File: src/rtl/bcd_display_ctrl.sv
// Binary-to-BCD display sequencer: 16-cycle double-dabble converter plus a 5-digit scanner.
// Optional build macro: LEADING_ZERO_BLANK_EN (blanks leading zero digits above D1).
module bcd_display_ctrl #(
    parameter int SCAN_DIV = 50000
) (
    input  logic        clk,
    input  logic        rst,
    input  logic [15:0] value_in,
    input  logic        load,
    input  logic        enable,
    output logic        busy,
    output logic        done,
    output logic [19:0] bcd_out,
    output logic [4:0]  digit_sel,
    output logic [3:0]  digit_code
);

    // Handshake: load is a request taken only while idle (busy=0); a load seen
    // while busy is dropped, and done pulses once for each accepted load.

    typedef enum logic {
        IDLE = 1'b0,
        CONV = 1'b1
    } state_t;

    localparam logic [19:0] PRESC_LAST = 20'(SCAN_DIV - 1);

    state_t      state_q, state_d;
    logic [15:0] bin_q, bin_d;
    logic [19:0] acc_q, acc_d;
    logic [3:0]  cnt_q, cnt_d;
    logic [19:0] bcd_q, bcd_d;
    logic        done_q, done_d;
    logic [19:0] acc_adj;

    logic [19:0] presc_q;
    logic [2:0]  idx_q;
    logic [3:0]  sel_nib;
    logic        lz_blank;

    // Add-3 correction on every nibble that would reach 10 or more after doubling.
    always_comb begin
        acc_adj = acc_q;
        for (int i = 0; i < 5; i++) begin
            if (acc_q[i*4 +: 4] >= 4'd5) begin
                acc_adj[i*4 +: 4] = acc_q[i*4 +: 4] + 4'd3;
            end
        end
    end

    always_comb begin
        state_d = state_q;
        bin_d   = bin_q;
        acc_d   = acc_q;
        cnt_d   = cnt_q;
        bcd_d   = bcd_q;
        done_d  = 1'b0;
        case (state_q)
            IDLE: begin
                if (load) begin
                    bin_d   = value_in;
                    acc_d   = 20'd0;
                    cnt_d   = 4'd0;
                    state_d = CONV;
                end
            end
            CONV: begin
                acc_d = {acc_adj[18:0], bin_q[15]};
                bin_d = {bin_q[14:0], 1'b0};
                cnt_d = cnt_q + 4'd1;
                if (cnt_q == 4'd15) begin
                    bcd_d   = {acc_adj[18:0], bin_q[15]};
                    done_d  = 1'b1;
                    state_d = IDLE;
                end
            end
            default: state_d = IDLE;
        endcase
    end

    always_ff @(posedge clk) begin
        if (rst) begin
            state_q <= IDLE;
            bin_q   <= 16'd0;
            acc_q   <= 20'd0;
            cnt_q   <= 4'd0;
            bcd_q   <= 20'd0;
            done_q  <= 1'b0;
        end else begin
            state_q <= state_d;
            bin_q   <= bin_d;
            acc_q   <= acc_d;
            cnt_q   <= cnt_d;
            bcd_q   <= bcd_d;
            done_q  <= done_d;
        end
    end

    assign busy    = (state_q == CONV);
    assign done    = done_q;
    assign bcd_out = bcd_q;

    // Scanner is free-running and never looks at the converter state.
    always_ff @(posedge clk) begin
        if (rst) begin
            presc_q <= 20'd0;
            idx_q   <= 3'd0;
        end else if (presc_q == PRESC_LAST) begin
            presc_q <= 20'd0;
            idx_q   <= (idx_q == 3'd4) ? 3'd0 : idx_q + 3'd1;
        end else begin
            presc_q <= presc_q + 20'd1;
        end
    end

    always_comb begin
        digit_sel = 5'b00001;
        sel_nib   = bcd_q[3:0];
        case (idx_q)
            3'd0: begin digit_sel = 5'b00001; sel_nib = bcd_q[3:0];   end
            3'd1: begin digit_sel = 5'b00010; sel_nib = bcd_q[7:4];   end
            3'd2: begin digit_sel = 5'b00100; sel_nib = bcd_q[11:8];  end
            3'd3: begin digit_sel = 5'b01000; sel_nib = bcd_q[15:12]; end
            3'd4: begin digit_sel = 5'b10000; sel_nib = bcd_q[19:16]; end
            default: begin digit_sel = 5'b00001; sel_nib = bcd_q[3:0]; end
        endcase
    end

    // A digit is a leading zero when it and every digit above it are zero; D1 never blanks.
    always_comb begin
        lz_blank = 1'b0;
`ifdef LEADING_ZERO_BLANK_EN
        case (idx_q)
            3'd1:    lz_blank = (bcd_q[19:4]  == 16'd0);
            3'd2:    lz_blank = (bcd_q[19:8]  == 12'd0);
            3'd3:    lz_blank = (bcd_q[19:12] == 8'd0);
            3'd4:    lz_blank = (bcd_q[19:16] == 4'd0);
            default: lz_blank = 1'b0;
        endcase
`else
        lz_blank = 1'b0;
`endif
    end

    assign digit_code = (!enable || lz_blank) ? 4'hF : sel_nib;

endmodule
File: config.mk
export PLATFORM = sky130hd
export DESIGN_NAME = bcd_display_ctrl
export DESIGN_NICKNAME = d
export VERILOG_FILES = /design/src/rtl/bcd_display_ctrl.sv
export SDC_FILE = /design/constraint.sdc
export NUM_CORES = 1
export LEC_CHECK = 0
export ABC_AREA = 1
export CAP_MARGIN = 20
export CORE_UTILIZATION = 30
export CTS_CLUSTER_SIZE = 10
export DETAILED_ROUTE_END_ITERATION = 8
export SLEW_MARGIN = 20
export SYNTH_ARGS = -nofsm -noshare
export SYNTH_HDL_FRONTEND = slang
export SYNTH_SLANG_ARGS = --single-unit
export TNS_END_PERCENT = 10
File: constraint.sdc
create_clock -name clk -period 2.05 [get_ports clk]
set_input_delay 0.205 -clock clk [delete_from_list [all_inputs] [get_ports clk]]
set_output_delay 0.205 -clock clk [all_outputs]
set_load 0.02 [all_outputs]
==> results of run 1 <==
[area by class of cell]
cell class                 instances  area (um^2)  share of cell area
multi-input combinational        445         2215              0.4054
timing repair buffer              68        611.8              0.1120
sequential                        85         1704              0.3120
inverter                          95        357.8             0.06551
clock buffer                      10        239.0             0.04375
tap                              180        225.2             0.04123
clock inverter                     6        110.1             0.02016
[routing by layer]
layer  vias up  GRT usage  part of all wire  routed length [um]
met5         -          0                 0                   0
met4         0    0.05107             0.014                 150
met3        15    0.03810             0.053                 585
met2       108     0.2574              0.46                5033
met1      1840     0.1993              0.48                5278
li1       2163          -                 -                   -
[through the flow]
step / hold slack (ns) / utilization / setup slack, ns
2_1_floorplan: 0.3725 / - / 0.1055
3_3_place_gp: 0.4454 / 0.3643 / -0.08712
3_5_place_dp: 0.4514 / 0.3643 / -0.1163
4_1_cts: 0.4519 / 0.3883 / -0.009108
5_1_grt: 0.4696 / 0.3890 / -0.06642
6_report: 0.4543 / 0.3890 / 0.07740
[path summary, 6_finish.rpt]
| path | slack, ns | cells after the start | from | endpoint |
|---|---|---|---|---|
| worst min-delay path | 0.45 | 2 | bin_q[15] | acc_q[0] |
| worst max register to register | 0.37 | 5 | busy | bin_q[13] |
| worst max-delay path | 0.08 | 10 | idx_q[1] | digit_code[0] |
| worst min register to register | 0.45 | 2 | bin_q[15] | acc_q[0] |
[where the power goes]
part           switching, mW  internal [mW]  total (mW)  leakage (nW)
Sequential            0.0199           1.68        1.70         0.689
Clock                  0.668           1.22        1.89         0.165
Combinational          0.127         0.0875       0.214          1.47
[cells in the final DEF (no fill, tap or decap), types with 2 or more instances in the layout]
cell type	netlist	final
nand2_1	182	181
o221ai_1	2	2
nand3_1	61	61
o21a_1	4	4
nor2_2	4	5
dfxtp_2	0	2
nand2_2	3	3
a21oi_1	29	28
buf_4	0	22
inv_2	3	4
nand3b_1	2	2
clkinvlp_4	0	2
bufinv_16	0	3
nor2_1	61	60
o211ai_1	7	7
dfxtp_1	85	83
buf_2	6	2
a22oi_1	2	2
o22ai_1	2	2
xor2_1	5	5
ha_1	17	16
inv_1	91	90
nand2_4	1	2
clkinv_2	1	2
o21ai_0	42	40
xnor2_1	2	2
nand4_1	11	11
clkbuf_16	0	9
clkdlybuf4s50_1	0	41
nor2_4	3	3
[repair_timing]
item,CTS,global route
endpoints found under the setup margin,8,7
hold buffers,0,0
resized for setup,29,10
pin swaps,1,1
[sequential cells by signal, indices dropped and copies added (netlist names)]
signal	cells
busy	1
acc_q	20
cnt_q	4
bin_q	16
done	1
idx_q	3
presc_q	20
bcd_out	20
[cells by family (layout without fill, tap and decap cells)]
kind of cell | count (synthesis) | after routing
buffers and inverters | 112 | 179
XOR/XNOR | 7 | 7
AND/OR/NAND/NOR | 332 | 332
AO/OA/AOI/OAI | 89 | 89
flip-flops | 85 | 85
adder cells (fa/ha/maj) | 17 | 17
[critical path: cells and delay by family, from the launching register on]
family	cells	cell delay, ns
buffers and inverters	4	0.51
flip-flops	1	0.33
AO/OA/AOI/OAI	2	0.15
adder cells (fa/ha/maj)	1	0.15
AND/OR/NAND/NOR	3	0.30
==> reports/metrics.cfg, run 1 <==
[status]
status = completed

[final_layout]
fin_area_um2 = 5463
nNetsFinal = 741
final_cells = 889
antenna_cells = 0
drive_gt1_frac = 0.09450
nFillCells = 1498
area_growth_pct = 25.42

[timing]
finalClockSkew_ns = 0.005844
worst_pin_slew_ns = 0.4849
slew_violations = 0
setup_viol = 0
hold_violations = 0
fin_setup_tns_ns = 0
period_share = 0.9622
fin_crit_ns = 1.973
slew_headroom = 0.6763
max_freq_ghz = 0.5069
rsz0062_at_grt = true

[logic_synthesis]
ys_ff_latch = 85
synthCells = 642
synth_edf_count = 0
synth_top_family_by_area = simple AND/OR/NAND/NOR gates
synthSimpleGateAreaFrac = 0.3284
yosysMostFrequentCell = nand2_1
synth_seq_area_share = 0.3907
syn_area_um2 = 4355
synthAdderAreaFrac = 0.04884
netlist_top_cells_count = 182 x nand2_1, 91 x inv_1, 85 x dfxtp_1, 61 x nand3_1, 61 x nor2_1
synth_top_area_share = 0.3907
yosys.cell_types.count = 31
synth_xor_area_frac = 0.01408
syn_nets = 679
synth.area.top_cells = dfxtp_1 39%, nand2_1 16%, inv_1 7.8%
syn_avg_cell_area_um2 = 6.784
ys_async_sr_fraction = 0
synth-compound-area-share = 0.1126
yosysTopAreaCell = dfxtp_1
synth_mux_area_frac = 0
synth_warnings = 0
synthFlopType = dfxtp_1

[global_route]
grt_util_all_layers = 0.1564
grt_pass1_vias = 3850
antenna_found_initial = 0
grt_pass1_wl_mm = 18.34
overflow = 0
grt_max_degree = 28

[floorplan]
die_area_um2 = 15000
die_h_um = 122.5
core_area_um2 = 14040
ios = 51
start_util = 0.3102
die_w_um = 122.5
rows = 43

[min_path]
hp-class = reg -> reg

[setup_path]
cpPeakStageDelay_ns = 0.33
cp_cell_sequence = inv_1, ha_1, inv_1, nor2_1, buf_4, nand2_1, nand2_1, o21ai_1, o211ai_1, buf_2
crit_arrival_ns = 1.77
cp-start-kind = flop
cp_max_fo = 5
required_ns = 1.85
crit_type = reg -> out
critPathSlowestCell = dfxtp_2
cp-end-kind = output port

[pwr]
leakagePower_nw = 2.319
p_total_mw = 3.803
peakVddDrop_v = 0.0003712
power.density_nw_per_um2 = 696.2

[detailed_routing]
drcViolationCount = 0
first_pass_iters = 5
postRouteAntennaNets = 0
avgRoutedWirePerCell_um = 12.43
drt-initial-drc-count = 228
wl_mm = 11.05
drt-vias-per-instance = 4.641
vias = 4126

[cts]
clock_path_buffers = 2
cts_tree = done
path_clk_slew_ns = 0.06
clock_sinks = 85
numCtsBuffers = 9
cts-htree-levels = 3
clk_latency_ns = 0.34
clock_tree.root_cell = clkbuf_16
cts_setup_buffers = 0

[flow_run]
maxCapViolCount = 0

[placement]
routabilityCongestion = 0.8766
io_buffers = 50
dp_hpwl_mm = 8.126
dpl_cell_area_um2 = 5115
dp.cells = 873

Note: power is estimated with default switching activity, not from simulation.
==> inputs of run 2 (changes only) <==
CORE_MARGIN = 3   (was default)
PLACE_DENSITY = 0.48   (was default)
==> run 2 against run 1 <==
  * Via count increased by 1.0%
  * Non-clock buffer count unchanged
  * Critical path type unchanged
  * Register-to-register slack about the same
  * First-iteration DRC count increased by 18%
  * Sequential power about the same
  * Clock skew increased by 0.0045 ns
  * Sequential share of layout area increased by 0.057 points
  * Critical path depth unchanged
  * Count of clock-buffer cells in the layout decreased by 1
==> reports/metrics.cfg, run 2 (synthesis results as in run 1) <==
[pwr]
p_total_mw = 3.791  ; -0.30%
power.density_nw_per_um2 = 695.3  ; -0.12%
peakVddDrop_v = 0.0004351  ; +17%
leakagePower_nw = 2.312  ; -0.31%

[timing]
max_freq_ghz = 0.4958  ; -2.2%
rsz0062_at_grt = true
finalClockSkew_ns = 0.01035  ; +0.004502 ns
hold_ws_ns = 0.4468  ; -0.007421 ns
slew_headroom = 0.6946  ; +0.01828
setup_viol = 0  ; unchanged
slew_violations = 0  ; unchanged
worst_pin_slew_ns = 0.4576  ; -0.02727 ns
hold_violations = 0  ; unchanged
fin_crit_ns = 2.017  ; +0.04436 ns
period_share = 0.9839  ; +0.02164

[cts]
numCtsBuffers = 9  ; unchanged
cts-htree-levels = 3  ; unchanged
clock_tree.root_cell = clkbuf_16
clk_latency_ns = 0.34  ; about the same
clock_path_buffers = 2  ; unchanged
cts_tree = done
path_clk_slew_ns = 0.07  ; about the same
clock_sinks = 85  ; unchanged

[global_route]
antenna_found_initial = 0  ; unchanged
grt_pass1_wl_mm = 20.39  ; +11%
grt_pass1_vias = 4051  ; +5.2%
grt_max_degree = 28  ; unchanged
overflow = 0  ; unchanged
grt_util_all_layers = 0.1558  ; -0.0006298

[final_layout]
utilization = 0.3883  ; -0.0007130
fin_area_um2 = 5453  ; -0.18%
mostFrequentLayoutCells = 181 x nand2_1, 89 x inv_1, 83 x dfxtp_1, 61 x nor2_1, 61 x nand3_1
drive_gt1_frac = 0.09181  ; -0.002691
final_common_cell = nand2_1
nNetsFinal = 741  ; unchanged
area_growth_pct = 25.19
antenna_cells = 0  ; unchanged
final_cells = 888  ; -0.11%

[setup_path]
crit_arrival_ns = 1.81  ; +0.04 ns
crit_type = reg -> out
required_ns = 1.85  ; about the same
cp_max_fo = 7  ; +2
cp-end-kind = output port
cp-start-kind = flop

[detailed_routing]
first_pass_iters = 4  ; -1
avgRoutedWirePerCell_um = 13.27  ; +6.8%
postRouteAntennaNets = 0  ; unchanged
drt-vias-per-instance = 4.694  ; +1.1%
drt-initial-drc-count = 270  ; +18%
drcViolationCount = 0  ; unchanged
vias = 4168  ; +1.0%
wl_mm = 11.79  ; +6.7%

[floorplan]
ios = 51  ; unchanged
rows = 43  ; unchanged
core_area_um2 = 14040  ; unchanged
die_area_um2 = 16000  ; +6.6%
start_util = 0.3102  ; unchanged
die_w_um = 126.5  ; +3.3%
die_h_um = 126.5  ; +3.3%

[placement]
io_buffers = 50  ; unchanged
routabilityCongestion = 0.8174  ; -6.8%
dp_hpwl_mm = 8.812  ; +8.4%
dpl_cell_area_um2 = 5107  ; -0.15%
dp.cells = 872  ; -0.11%

[status]
status = completed

[min_path]
hp-class = in -> reg

[flow_run]
maxCapViolCount = 0  ; unchanged

## run 2: worst max-delay path, cell delays in order, from the launching register on
cell and delay (ns):
dfxtp_2 0.34, inv_1 0.07, ha_1 0.17, nand2_1 0.10, inv_1 0.08, a21oi_2 0.16, nand2_4 0.10, buf_4 0.15
nand2_1 0.07, nand3_1 0.06, buf_2 0.17
## run 2: layout make-up
cell class                      count  area [um^2]
Timing Repair Buffer               68        615.6
Multi-Input combinational cell    445         2212
Fill cell                        1502         8589
Tap cell                          180        225.2
Sequential cell                    85         1704
Clock buffer                        9        225.2
Clock inverter                      6        112.6
Inverter                           95        357.8
## run 2: worst paths after layout
check                                 start             to  slack, ns  cells after the start
worst min register to register    bin_q[15]       acc_q[0]       0.46                      2
worst min-delay path            value_in[0]       bin_q[0]       0.45                      3
worst max register to register   presc_q[0]    presc_q[11]       0.37                      6
worst max-delay path               idx_q[1]  digit_code[2]       0.03                     10
## run 2: where the power goes
group	internal, mW	switching (mW)	leakage (nW)
clock network	1.18	0.689	0.154
logic	0.0881	0.132	1.47
registers	1.68	0.0192	0.689
total	2.95	0.840	2.31
## run 2: repair_timing
action | 4_1_cts | 5_1_grt
buffers inserted | 1 | 0
endpoints found under the setup margin | 8 | 7
pin swaps | 1 | 1
hold buffers | 0 | 0
resized for setup | 28 | 12
## run 2: stage by stage
step	worst slack, ns	TNS [ns]
after floorplan	0.1055	0
after global placement	-0.06955	-0.2516
after detailed placement	-0.1067	-0.3887
after CTS	0.01373	0
after global routing	-0.09847	-0.1900
final	0.03304	0
## run 2: routing by layer
metal / GRT usage / up-vias / wire, um
met1: 0.2121 / 1915 / 5745
met5: 0 / - / 0
met3: 0.03621 / 10 / 463
met2: 0.2525 / 84 / 5458
li1: - / 2159 / -
met4: 0.03407 / 0 / 117
==> inputs of run 3 (changes only) <==
CORE_UTILIZATION = 60   (was 30)
PLACE_DENSITY = 0.85   (was 0.48)
==> run 3 against run 2 <==
  * Maximum frequency grew 3.3%
  * Count of clock-buffer cells in the layout rose by 2
  * Utilization rose by 36 points
  * Hold slack worse by 0.017 ns
  * Largest cell class unchanged
  * Via count up 2.1%
  * Non-clock buffer count shrank 5
  * Sequential share of layout area rose by 1.6 points
==> reports/metrics.cfg, run 3 (synthesis results as in run 1) <==
[timing]
hold_ws_ns = 0.4303  ; -0.01656 ns
period_share = 0.9521  ; -0.03180
finalClockSkew_ns = 0.008449  ; -0.001897 ns
setup_viol = 0  ; unchanged
fin_setup_tns_ns = 0  ; unchanged
slew_headroom = 0.6831  ; -0.01150
fin_crit_ns = 1.952  ; -0.06518 ns
max_freq_ghz = 0.5124  ; +3.3%
rsz0062_at_grt = true
slew_violations = 0  ; unchanged
hold_violations = 0  ; unchanged
worst_pin_slew_ns = 0.4704  ; +0.01278 ns

[final_layout]
antenna_cells = 0  ; unchanged
regArea_um2 = 1704  ; unchanged
final_cells = 800  ; -9.9%
nFillCells = 543  ; -64%
drive_gt1_frac = 0.08097  ; -0.01084
multi_input_area_um2 = 2201  ; -0.51%
area_growth_pct = 19.25
nNetsFinal = 736  ; -0.67%
final_common_cell = nand2_1
mostFrequentLayoutCells = 181 x nand2_1, 90 x inv_1, 83 x dfxtp_1, 61 x nor2_1, 61 x nand3_1

[setup_path]
cp_max_fo = 7  ; unchanged
cp-end-kind = output port
required_ns = 1.85  ; about the same
crit_arrival_ns = 1.75  ; -0.06 ns
cp-start-kind = flop
startpoint = idx_q[0]
crit_type = reg -> out
rr_startpoint = busy

[global_route]
grt_pass1_vias = 3908  ; -3.5%
grt_util_all_layers = 0.2591  ; +0.1033
grt_pass1_wl_mm = 17.50  ; -14%
antenna_found_initial = 0  ; unchanged
grt_max_degree = 28  ; unchanged
overflow = 0  ; unchanged

[min_path]
hp-class = in -> reg
hp-start = value_in[0]

[cts]
clock_sinks = 85  ; unchanged
cts-htree-levels = 3  ; unchanged
path_clk_slew_ns = 0.08  ; about the same
cts_tree = done
clock_path_buffers = 2  ; unchanged
cts_setup_buffers = 0  ; -1
clock_tree.root_cell = clkbuf_8
numCtsBuffers = 9  ; unchanged
clk_latency_ns = 0.36  ; +0.02 ns

[placement]
routabilityCongestion = 0.9089  ; +11%
io_buffers = 50  ; unchanged
dp.cells = 784  ; -10%
dp_hpwl_mm = 7.667  ; -13%

[floorplan]
die_h_um = 91.20  ; -28%
core_area_um2 = 6907  ; -51%
ios = 51  ; unchanged
start_util = 0.6306  ; +0.3204
rows = 30  ; -30%
die_area_um2 = 8317  ; -48%
die_w_um = 91.20  ; -28%

[pwr]
leakagePower_nw = 2.267  ; -2.0%
power.density_nw_per_um2 = 630.6  ; -9.3%
peakVddDrop_v = 0.0004982  ; +15%
p_total_mw = 3.275  ; -14%

[detailed_routing]
avgRoutedWirePerCell_um = 13.08  ; -1.4%
route.met3.wl_um = 659  ; +42%
drcViolationCount = 0  ; unchanged
wl_mm = 10.47  ; -11%
drt-vias-per-instance = 5.320  ; +13%
vias = 4256  ; +2.1%
postRouteAntennaNets = 0  ; unchanged
drt-initial-drc-count = 364  ; +35%
top_layer_used = met4
first_pass_iters = 5  ; +1
wirelength_met1_mm = 4.647  ; -19%
wl_met2_mm = 4.967  ; -9.0%

[status]
status = completed

[flow_run]
maxCapViolCount = 0  ; unchanged

-- run 3: stage by stage --
step / area (um^2) / setup slack [ns] / util
6_report: 5194 / 0.09822 / 0.7520
5_1_grt: 5194 / -0.01218 / 0.7520
4_1_cts: 5195 / -0.01494 / 0.7522
3_5_place_dp: 4972 / -0.08281 / 0.7199
3_3_place_gp: 4972 / 0.01975 / 0.7199
2_1_floorplan: 4355 / 0.1055 / -
-- run 3: power by group --
part | switching [mW] | total (mW) | internal (mW)
combinational | 0.125 | 0.212 | 0.0867
sequential | 0.0206 | 1.70 | 1.68
clock | 0.610 | 1.36 | 0.755
total | 0.756 | 3.28 | 2.52
-- run 3: cell type report --
| cell class | instances | area share |
|---|---|---|
| clock inverter | 5 | 0.01590 |
| clock buffer | 11 | 0.02915 |
| inverter | 95 | 0.06890 |
| multi-input combinational | 445 | 0.4238 |
| tap | 96 | 0.02313 |
| sequential | 85 | 0.3281 |
| timing repair buffer | 63 | 0.1111 |
-- run 3: routing by layer --
metal / GRT usage / up-vias
met4: 0.1080 / 0
met3: 0.03728 / 19
li1: - / 2145
met1: 0.3399 / 1934
met5: 0 / -
met2: 0.4261 / 158
-- run 3: what timing repair did --
action	in CTS	in global routing
gates resized for setup	22	9
hold buffers	0	0
setup endpoints to repair	7	8
-- run 3: worst max-delay path, stage by stage, from the launching register on --
cell and delay [ns]:
dfxtp_2 0.35, inv_1 0.08, ha_1 0.20, nand2_1 0.09, inv_1 0.07, a21oi_2 0.12, nand2_2 0.11, inv_2 0.09
clkdlybuf4s15_1 0.30
-- run 3: worst paths after layout --
path,endpoint,slack (ns),depth (start not counted)
worst max-delay path,digit_sel[0],0.1,8
worst min-delay path,bin_q[0],0.43,3
worst max register to register,bin_q[10],0.39,6
worst min register to register,acc_q[0],0.46,2
